`src/rtl/jogo_sequencia_param_pkg.sv`:
```
// Shared definitions for the parameterised sequence-memory game:
// FSM state encoding and the default move sequence.
package jogo_sequencia_param_pkg;

  typedef enum logic [3:0] {
    INICIAL        = 4'd0,
    PREPARA        = 4'd1,
    INICIA_RODADA  = 4'd2,
    ESPERA_JOGADA  = 4'd3,
    REGISTRA       = 4'd4,
    COMPARA        = 4'd5,
    PROXIMA_JOGADA = 4'd6,
    PROXIMA_RODADA = 4'd7,
    FIM_ACERTO     = 4'd8,
    FIM_ERRO       = 4'd9,
    FIM_TIMEOUT    = 4'd10
  } estado_t;

  localparam int unsigned SEQ_BASE_LEN = 16;

  // Button index of sequence entry pos; the 16-entry base pattern repeats
  // and is folded onto the available buttons.
  function automatic int unsigned seq_indice(input int unsigned pos,
                                             input int unsigned n_botoes);
    int unsigned base;
    case (pos % SEQ_BASE_LEN)
      0:       base = 0;
      1:       base = 1;
      2:       base = 2;
      3:       base = 3;
      4:       base = 2;
      5:       base = 1;
      6:       base = 0;
      7:       base = 0;
      8:       base = 1;
      9:       base = 1;
      10:      base = 2;
      11:      base = 2;
      12:      base = 3;
      13:      base = 3;
      14:      base = 0;
      15:      base = 2;
      default: base = 0;
    endcase
    return base % n_botoes;
  endfunction

endpackage

```
`src/rtl/sequencia_rom.sv`:
```
// Read-only sequence table: one-hot expected move for each position,
// read combinationally by move index.
module sequencia_rom
  import jogo_sequencia_param_pkg::*;
#(
  parameter int unsigned N_BOTOES     = 4,
  parameter int unsigned PROFUNDIDADE = 16
) (
  input  logic [$clog2(PROFUNDIDADE)-1:0] endereco,
  output logic [N_BOTOES-1:0]             jogada_esperada
);

  localparam int unsigned AW = $clog2(PROFUNDIDADE);

  always_comb begin
    jogada_esperada = '0;
    for (int unsigned i = 0; i < PROFUNDIDADE; i++) begin
      if (endereco == AW'(i))
        jogada_esperada = N_BOTOES'(1) << seq_indice(i, N_BOTOES);
    end
  end

endmodule

```
`src/rtl/jogo_sequencia_param.sv`:
```
// Sequence-memory game: round r asks the player to repeat sequence entries
// 0..r; ends on full success, wrong move or (optionally) move timeout.
module jogo_sequencia_param
  import jogo_sequencia_param_pkg::*;
#(
  parameter int unsigned N_BOTOES       = 4,
  parameter int unsigned PROFUNDIDADE   = 16,
  parameter int unsigned TIMEOUT_CICLOS = 3000
) (
  input  logic                            clock,
  input  logic                            reset,
  input  logic                            iniciar,
  input  logic                            modo,
  input  logic [N_BOTOES-1:0]             chaves,
  output logic [N_BOTOES-1:0]             leds,
  output logic                            pronto,
  output logic                            acertou,
  output logic                            errou,
  output logic                            timeout,
  output logic [$clog2(PROFUNDIDADE)-1:0] db_rodada,
  output logic [$clog2(PROFUNDIDADE)-1:0] db_endereco,
  output logic [3:0]                      db_estado
);

  localparam int unsigned AW = $clog2(PROFUNDIDADE);
  localparam int unsigned CW = $clog2(TIMEOUT_CICLOS + 1);

  estado_t             estado;
  logic [AW-1:0]       rodada;
  logic [AW-1:0]       endereco;
  logic [CW-1:0]       contador;
  logic                modo_reg;
  logic [N_BOTOES-1:0] chaves_ant;
  logic [N_BOTOES-1:0] jogada_cap;
  logic [N_BOTOES-1:0] jogada_esperada;
  logic                jogada;
  logic                fim;

  sequencia_rom #(
    .N_BOTOES     (N_BOTOES),
    .PROFUNDIDADE (PROFUNDIDADE)
  ) u_rom (
    .endereco        (endereco),
    .jogada_esperada (jogada_esperada)
  );

  assign jogada = (|chaves) && !(|chaves_ant);
  assign fim    = (estado == FIM_ACERTO) || (estado == FIM_ERRO) ||
                  (estado == FIM_TIMEOUT);

  always_ff @(posedge clock) begin
    if (reset) begin
      estado     <= INICIAL;
      rodada     <= '0;
      endereco   <= '0;
      contador   <= '0;
      modo_reg   <= 1'b0;
      leds       <= '0;
      chaves_ant <= '0;
      jogada_cap <= '0;
      pronto     <= 1'b0;
      acertou    <= 1'b0;
      errou      <= 1'b0;
      timeout    <= 1'b0;
    end else begin
      chaves_ant <= chaves;
      // The move value is captured on its press edge so a one-cycle press
      // is still registered correctly one state later.
      if (jogada)
        jogada_cap <= chaves;

      case (estado)
        INICIAL, FIM_ACERTO, FIM_ERRO, FIM_TIMEOUT: begin
          // Clearing on entry makes PREPARA already show a clean game.
          if (iniciar) begin
            estado   <= PREPARA;
            rodada   <= '0;
            endereco <= '0;
            leds     <= '0;
            pronto   <= 1'b0;
            acertou  <= 1'b0;
            errou    <= 1'b0;
            timeout  <= 1'b0;
          end
        end
        PREPARA: begin
          modo_reg <= modo;
          estado   <= INICIA_RODADA;
        end
        INICIA_RODADA: begin
          endereco <= '0;
          contador <= '0;
          estado   <= ESPERA_JOGADA;
        end
        ESPERA_JOGADA: begin
          if (jogada) begin
            estado <= REGISTRA;
          end else if (contador == CW'(TIMEOUT_CICLOS - 1)) begin
            // Counter saturates here; it only ends the game when enabled.
            if (modo_reg) begin
              estado  <= FIM_TIMEOUT;
              pronto  <= 1'b1;
              errou   <= 1'b1;
              timeout <= 1'b1;
            end
          end else begin
            contador <= contador + CW'(1);
          end
        end
        REGISTRA: begin
          leds   <= jogada_cap;
          estado <= COMPARA;
        end
        COMPARA: begin
          if (leds != jogada_esperada) begin
            estado <= FIM_ERRO;
            pronto <= 1'b1;
            errou  <= 1'b1;
          end else if (endereco < rodada) begin
            estado <= PROXIMA_JOGADA;
          end else if (rodada == AW'(PROFUNDIDADE - 1)) begin
            estado  <= FIM_ACERTO;
            pronto  <= 1'b1;
            acertou <= 1'b1;
          end else begin
            estado <= PROXIMA_RODADA;
          end
        end
        PROXIMA_JOGADA: begin
          endereco <= endereco + AW'(1);
          contador <= '0;
          estado   <= ESPERA_JOGADA;
        end
        PROXIMA_RODADA: begin
          rodada <= rodada + AW'(1);
          estado <= INICIA_RODADA;
        end
        default: estado <= INICIAL;
      endcase
    end
  end

  assign db_rodada   = rodada;
  assign db_endereco = endereco;
  assign db_estado   = estado;

endmodule

```
`config.mk`:
```
export PLATFORM = sky130hd
export DESIGN_NAME = jogo_sequencia_param
export DESIGN_NICKNAME = d
export VERILOG_FILES = /design/src/rtl/jogo_sequencia_param_pkg.sv /design/src/rtl/sequencia_rom.sv /design/src/rtl/jogo_sequencia_param.sv
export SDC_FILE = /design/constraint.sdc
export NUM_CORES = 1
export LEC_CHECK = 0
export CAP_MARGIN = 20
export CORE_MARGIN = 4
export CORE_UTILIZATION = 59
export CTS_CLUSTER_DIAMETER = 40
export DETAILED_ROUTE_END_ITERATION = 10
export PLACE_DENSITY = 0.95
export SYNTH_ARGS = -nofsm -noshare
export SYNTH_HDL_FRONTEND = slang
export SYNTH_SLANG_ARGS = --single-unit
```
`constraint.sdc`:
```
create_clock -name clock -period 3.4 [get_ports clock]
set_input_delay 0.68 -clock clock [delete_from_list [all_inputs] [get_ports clock]]
set_output_delay 0.68 -clock clock [all_outputs]
set_load 0.01 [all_outputs]
```
==> results.cfg, run 1 <==
[setup_path]
path_max_fanout = 8
reg2reg_from = db_endereco[0]$_SDFFE_PP0P_
critPathLaunchType = flop
r2r_end = pronto$_SDFFE_PP0P_
ff2ff_setup_slack_ns = 0.90
cp.arrival_ns = 2.69
crit_type = reg2reg
crit_required_ns = 3.59
reg2reg_depth = 8
endpoint_kind = flop

[yosys]
synth_flop_cell = dfxtp_1
synthDominantCellAreaShare = 0.372
synth_edf_count = 0
syn-num-nets = 284
yosysSeqAreaShare = 0.372
synth_warnings = 0
synth_area_leaders = dfxtp_1, nor2_1, a21oi_1, ha_1, xor2_1
synth_seq_cells = 41
async_flop_share = 0
synth_top_area_cell = dfxtp_1
yosysMostFrequentCell = dfxtp_1
synthDistinctLibCells = 48
synth_area_per_cell_um2 = 8.27
ys_top_cells_by_count = dfxtp_1, nor2_1, a21oi_1, nand2_1, o21ai_0
syn_inst = 267
synth_area_um2 = 2210

[detailed_routing]
drtAntennaViolNets = 0
first_iter_violations = 119
routed_via_density = 6.04
vias = 2034
dr.pass1.iters = 4
drt-total-wl_mm = 4.88
post_drt_wl_per_cell_um = 14.5
post-route-drc-count = 0

[placement]
gp_congestion = 0.850
place_area_um2 = 2490
portBuffers = 27
place_inst = 329
hpwlAfterDp_mm = 3.50

[cells_and_area]
largest_reg_flops = 12
regMostFlops = contador
antenna_cells = 0
drive_above_1_share = 0.0653
area_delta_synth_final_pct = 16.6
final_cells = 337
stdcell_area_um2 = 2570
fill_cells = 275
nets = 307

[clock_network]
cts_root_buf = clkbuf_8
cts.sinks = 41
cts_tree = built
postCtsSetupBuffers = 0
cts_max_level = 2
cts-hold-fix-buffers = 0
cts-buffers-inserted = 5
clkLatencyLatePin_ns = 0.30
clockBufferDepth = 2
cts.repair.resized = 0
clkSlewWorstSetupHoldPaths_ns = 0.08

[sta]
hold_viol_final = 0
drv_slew = 0
period_minus_slack_ns = 2.50
worst_slew_pin_slew_ns = 0.554
grt_setup_unrepaired = no
fin_setup_tns_ns = 0
maxSlewHeadroom = 0.627
worst_hold_slack_ns = 0.472
fmax_mhz = 401
setup_viol = 0
final.period_utilization = 0.734
clock_skew_ns = 0.0115

[floorplanning]
rows = 21
coreArea_um2 = 3470
fp.dieH_um = 69.2
pin_count = 28
dieWidth_um = 69.2
design.die.area_um2 = 4780
start_util = 0.636

[grt]
grt_max_degree = 30
antenna_found_initial = 0
grt_pass1_wl_mm = 8.66
grt_use_total = 0.217
grt_pass1_vias = 1946
grt.overflow.total = 0

[hold_path]
min_from = jogada_cap[1]$_SDFFE_PP0P_
hold_end = leds[1]$_SDFFE_PP0P_
min_path_cells = 2
hold_path_class = reg2reg

[power]
peakVddDrop_mv = 0.470
power_density_nw_per_um2 = 488
p_leak_uw = 0.000928
p_total_uw = 1260

[status]
outcome = complete, no violations

[flow_run]
cap_viol_max_count = 0
==> report_power, final <==
part / leakage (µW) / internal, µW / switching, µW
Combinational: 0.000551 / 161 / 193
Clock: 0.0000439 / 142 / 174
Sequential: 0.000333 / 516 / 71.2
==> how the worst max path moves through the flow <==
stage | start | endpoint | slack, ns | cells after the start
floorplan | db_endereco[0]$_SDFFE_PP0P_ | pronto$_SDFFE_PP0P_ | 1.28 | 8
global placement | chaves[3] | contador[4]$_SDFFE_PP0P_ | 0.92 | 7
detailed placement | chaves[3] | contador[4]$_SDFFE_PP0P_ | 0.85 | 7
CTS | db_endereco[0]$_SDFFE_PP0P_ | pronto$_SDFFE_PP0P_ | 0.94 | 8
global route | db_endereco[0]$_SDFFE_PP0P_ | pronto$_SDFFE_PP0P_ | 0.68 | 7
finish | db_endereco[0]$_SDFFE_PP0P_ | pronto$_SDFFE_PP0P_ | 0.90 | 8
==> layer usage <==
| metal | track usage | vias up | wire length (µm) |
|---|---|---|---|
| met5 | 0 | - | 0 |
| met4 | 0.0998 | 0 | 125 |
| met3 | 0.0669 | 15 | 342 |
| met2 | 0.359 | 77 | 2390 |
| met1 | 0.255 | 944 | 2020 |
| li1 | - | 998 | - |
==> cell type report <==
type / count / area, µm² / share of cell area
Multi-Input combinational cell: 207 / 1300 / 0.507
Sequential cell: 41 / 821 / 0.319
Timing Repair Buffer: 28 / 278 / 0.108
Clock buffer: 5 / 68.8 / 0.0268
Tap cell: 46 / 57.6 / 0.0224
Inverter: 7 / 26.3 / 0.0102
Clock inverter: 3 / 17.5 / 0.00681
==> placed cells by master (no fill, tap or decap), types with 4 or more instances in the layout <==
master            n
a21oi_1          25
and3_1            8
clkbuf_8          5
clkdlybuf4s50_1  27
dfxtp_1          41
ha_1              9
inv_1             7
nand2_1          21
nand2b_1          4
nand3_1          12
nand4_1           6
nor2_1           35
nor2b_1           8
nor3_1            4
o21a_1            4
o21ai_0          13
xnor2_1           4
xor2_1           10
==> per-stage QoR <==
stage	setup WS (ns)	utilization
after floorplan	1.28	-
after global placement	0.922	0.717
after detailed placement	0.850	0.717
after CTS	0.938	0.742
after global routing	0.677	0.742
final	0.904	0.742
==> logic make-up after synthesis <==
logic type / after synthesis / share of synthesized area
compound gates: 63 / 0.186
buf+inv: 19 / 0.0374
xor+xnor: 14 / 0.0556
fa+ha+maj: 9 / 0.0510
simple gates: 120 / 0.294
mux: 1 / 0.00454
flops: 41 / 0.372
==> critical path: stages (launching register included) <==
cell	delay, ns
dfxtp_1	0.47
inv_1	0.11
ha_1	0.26
nor2b_1	0.15
a311oi_2	0.30
nor3_1	0.12
nor4_4	0.39
nand4_1	0.30
a22o_1	0.28
(Power assumes the default switching activity.)
==> run 2: changes to the inputs <==
--- a/config.mk
+++ b/config.mk
@@ -7,10 +7,10 @@
 export LEC_CHECK = 0
 export CAP_MARGIN = 20
 export CORE_MARGIN = 4
-export CORE_UTILIZATION = 59
+export CORE_UTILIZATION = 55
 export CTS_CLUSTER_DIAMETER = 40
 export DETAILED_ROUTE_END_ITERATION = 10
-export PLACE_DENSITY = 0.95
+export PLACE_DENSITY = 0.91
 export SYNTH_ARGS = -nofsm -noshare
 export SYNTH_HDL_FRONTEND = slang
 export SYNTH_SLANG_ARGS = --single-unit
==> constraint.sdc (replaced) <==
create_clock -name clock -period 2.4 [get_ports clock]
set_input_delay 0.48 -clock clock [delete_from_list [all_inputs] [get_ports clock]]
set_output_delay 0.48 -clock clock [all_outputs]
set_load 0.01 [all_outputs]
==> run 2 against run 1 <==
Die area rose by 6.4%; sequential share of layout area fell by 0.86 points; largest power group unchanged; sequential power rose by 42%; non-clock buffer count rose by 9; clock-buffer cell count did not move; critical path type unchanged.
==> results.cfg, run 2 (same netlist as run 1, synthesis figures left out) <==
[sta]
fin_setup_tns_ns = 0
final.period_utilization = 0.934
fmax_mhz = 446
grt_setup_unrepaired = no
drv_slew = 0
clock_skew_ns = 0.00622
period_minus_slack_ns = 2.24
hold_viol_final = 0
setup_viol = 0
worst_slew_pin_slew_ns = 0.615
maxSlewHeadroom = 0.586

[cells_and_area]
area_delta_synth_final_pct = 19.8
antenna_cells = 0
nets = 316
final_common_cell = dfxtp_1
layout_common_cells = dfxtp_1, nor2_1, clkdlybuf4s50_1
final_cells = 348
fin_util = 0.701
regMostFlops = contador
largest_reg_flops = 12
drive_above_1_share = 0.0933
fill_cells = 317

[placement]
hpwlAfterDp_mm = 3.69
gp_congestion = 0.881
place_inst = 339
portBuffers = 27

[setup_path]
crit_type = reg2reg
reg2reg_from = db_endereco[1]$_SDFFE_PP0P_
critPathBufInv = 2
crit_chain = inv_1 -> ha_1 -> nor2b_1 -> a311oi_2 -> nor3_1 -> nor4_4 -> nand4_1 -> buf_4 -> a22o_1
reg2reg_depth = 9
critPathLaunchType = flop
cp_top_family = simple AND/OR/NAND/NOR gates
path_max_fanout = 5
r2r_end = pronto$_SDFFE_PP0P_
endpoint_kind = flop
crit_slowest_cell = dfxtp_1
crit_required_ns = 2.60
cp.arrival_ns = 2.44
ff2ff_setup_slack_ns = 0.16
slowest_delay_ns = 0.40

[grt]
grt_pass1_vias = 1988
antenna_found_initial = 0
grt_pass1_wl_mm = 8.68
grt_use_total = 0.208
grt_max_degree = 16
grt.overflow.total = 0

[power]
power_density_nw_per_um2 = 675
p_total_uw = 1780
peakVddDrop_mv = 0.469
p_leak_uw = 0.000972

[detailed_routing]
routed_via_density = 5.78
routed-wl-met2_mm = 2.42
post-route-drc-count = 0
wl_met1_mm = 2.12
first_iter_violations = 154
topRoutingLayerUsed = met4
vias = 2011
dr.pass1.iters = 4
drt-total-wl_mm = 4.92
post_drt_wl_per_cell_um = 14.1
drtAntennaViolNets = 0
wl_met3_um = 322

[clock_network]
cts-buffers-inserted = 5
cts_tree = built
clockBufferDepth = 2
cts_root_buf = clkbuf_8
cts.sinks = 41
clkSlewWorstSetupHoldPaths_ns = 0.08
cts_max_level = 2
clkLatencyLatePin_ns = 0.29

[floorplanning]
start_util = 0.585
coreArea_um2 = 3770
rows = 22
dieWidth_um = 71.3
fp.dieH_um = 71.3
design.die.area_um2 = 5090
pin_count = 28

[flow_run]
cap_viol_max_count = 0

[hold_path]
min_from = jogada_cap[3]$_SDFFE_PP0P_
hold_path_class = reg2reg
hold_end = leds[3]$_SDFFE_PP0P_
min_path_cells = 2

[status]
outcome = complete, no violations
## run 2: changes by cell type in the layout (fill, tap and decap cells not counted), sizes merged
cell / previous run / this run
buf: 1 / 10
## run 2: worst reg2reg max path: stages (launching register included)
cell,delay (ns)
dfxtp_1,0.40
inv_1,0.08
ha_1,0.21
nor2b_1,0.16
a311oi_2,0.32
nor3_1,0.12
nor4_4,0.30
nand4_1,0.18
buf_4,0.19
a22o_1,0.18
## run 2: layer usage
| metal | vias to the layer above | global-route usage |
|---|---|---|
| li1 | 1008 | - |
| met1 | 933 | 0.261 |
| met2 | 64 | 0.348 |
| met3 | 6 | 0.0519 |
| met4 | 0 | 0.0710 |
| met5 | - | 0 |
## run 2: layout make-up
class	count	area (µm²)	share of cell area
Multi-Input combinational cell	207	1310	0.494
Sequential cell	41	821	0.310
Timing Repair Buffer	37	345	0.131
Clock buffer	5	68.8	0.0260
Tap cell	48	60.1	0.0227
Inverter	7	26.3	0.00994
Clock inverter	3	17.5	0.00663
## run 2: repair_timing
action,in CTS,in global routing
buffers inserted,0,1
endpoints found under the setup margin,0,1
resized for setup,0,1
hold buffers,0,0
## run 2: stage by stage
step,hold slack (ns),instance area [µm²],setup WS (ns)
CTS,0.459,2640,0.149
detailed placement,0.446,2550,0.119
finish,0.459,2640,0.158
global placement,0.441,2550,0.196
global route,0.475,2640,0.0357
floorplan,0.428,2210,0.277
## run 2: worst max path at each step
| stage | cells past startpoint | from | slack, ns | endpoint |
|---|---|---|---|---|
| after floorplan | 8 | db_endereco[0]$_SDFFE_PP0P_ | 0.28 | pronto$_SDFFE_PP0P_ |
| after global placement | 7 | chaves[3] | 0.20 | contador[9]$_SDFFE_PP0P_ |
| after detailed placement | 7 | chaves[3] | 0.12 | errou$_SDFFE_PP0P_ |
| after CTS | 9 | db_endereco[1]$_SDFFE_PP0P_ | 0.15 | db_estado[2]$_SDFFE_PP0P_ |
| after global routing | 9 | db_endereco[1]$_SDFFE_PP0P_ | 0.04 | pronto$_SDFFE_PP0P_ |
| final | 9 | db_endereco[1]$_SDFFE_PP0P_ | 0.16 | pronto$_SDFFE_PP0P_ |
## run 2: report_power, final
group | switching (µW) | leakage, µW | total, µW | internal (µW)
Clock | 236 | 0.0000439 | 437 | 201
Sequential | 106 | 0.000333 | 836 | 730
Combinational | 280 | 0.000595 | 511 | 232
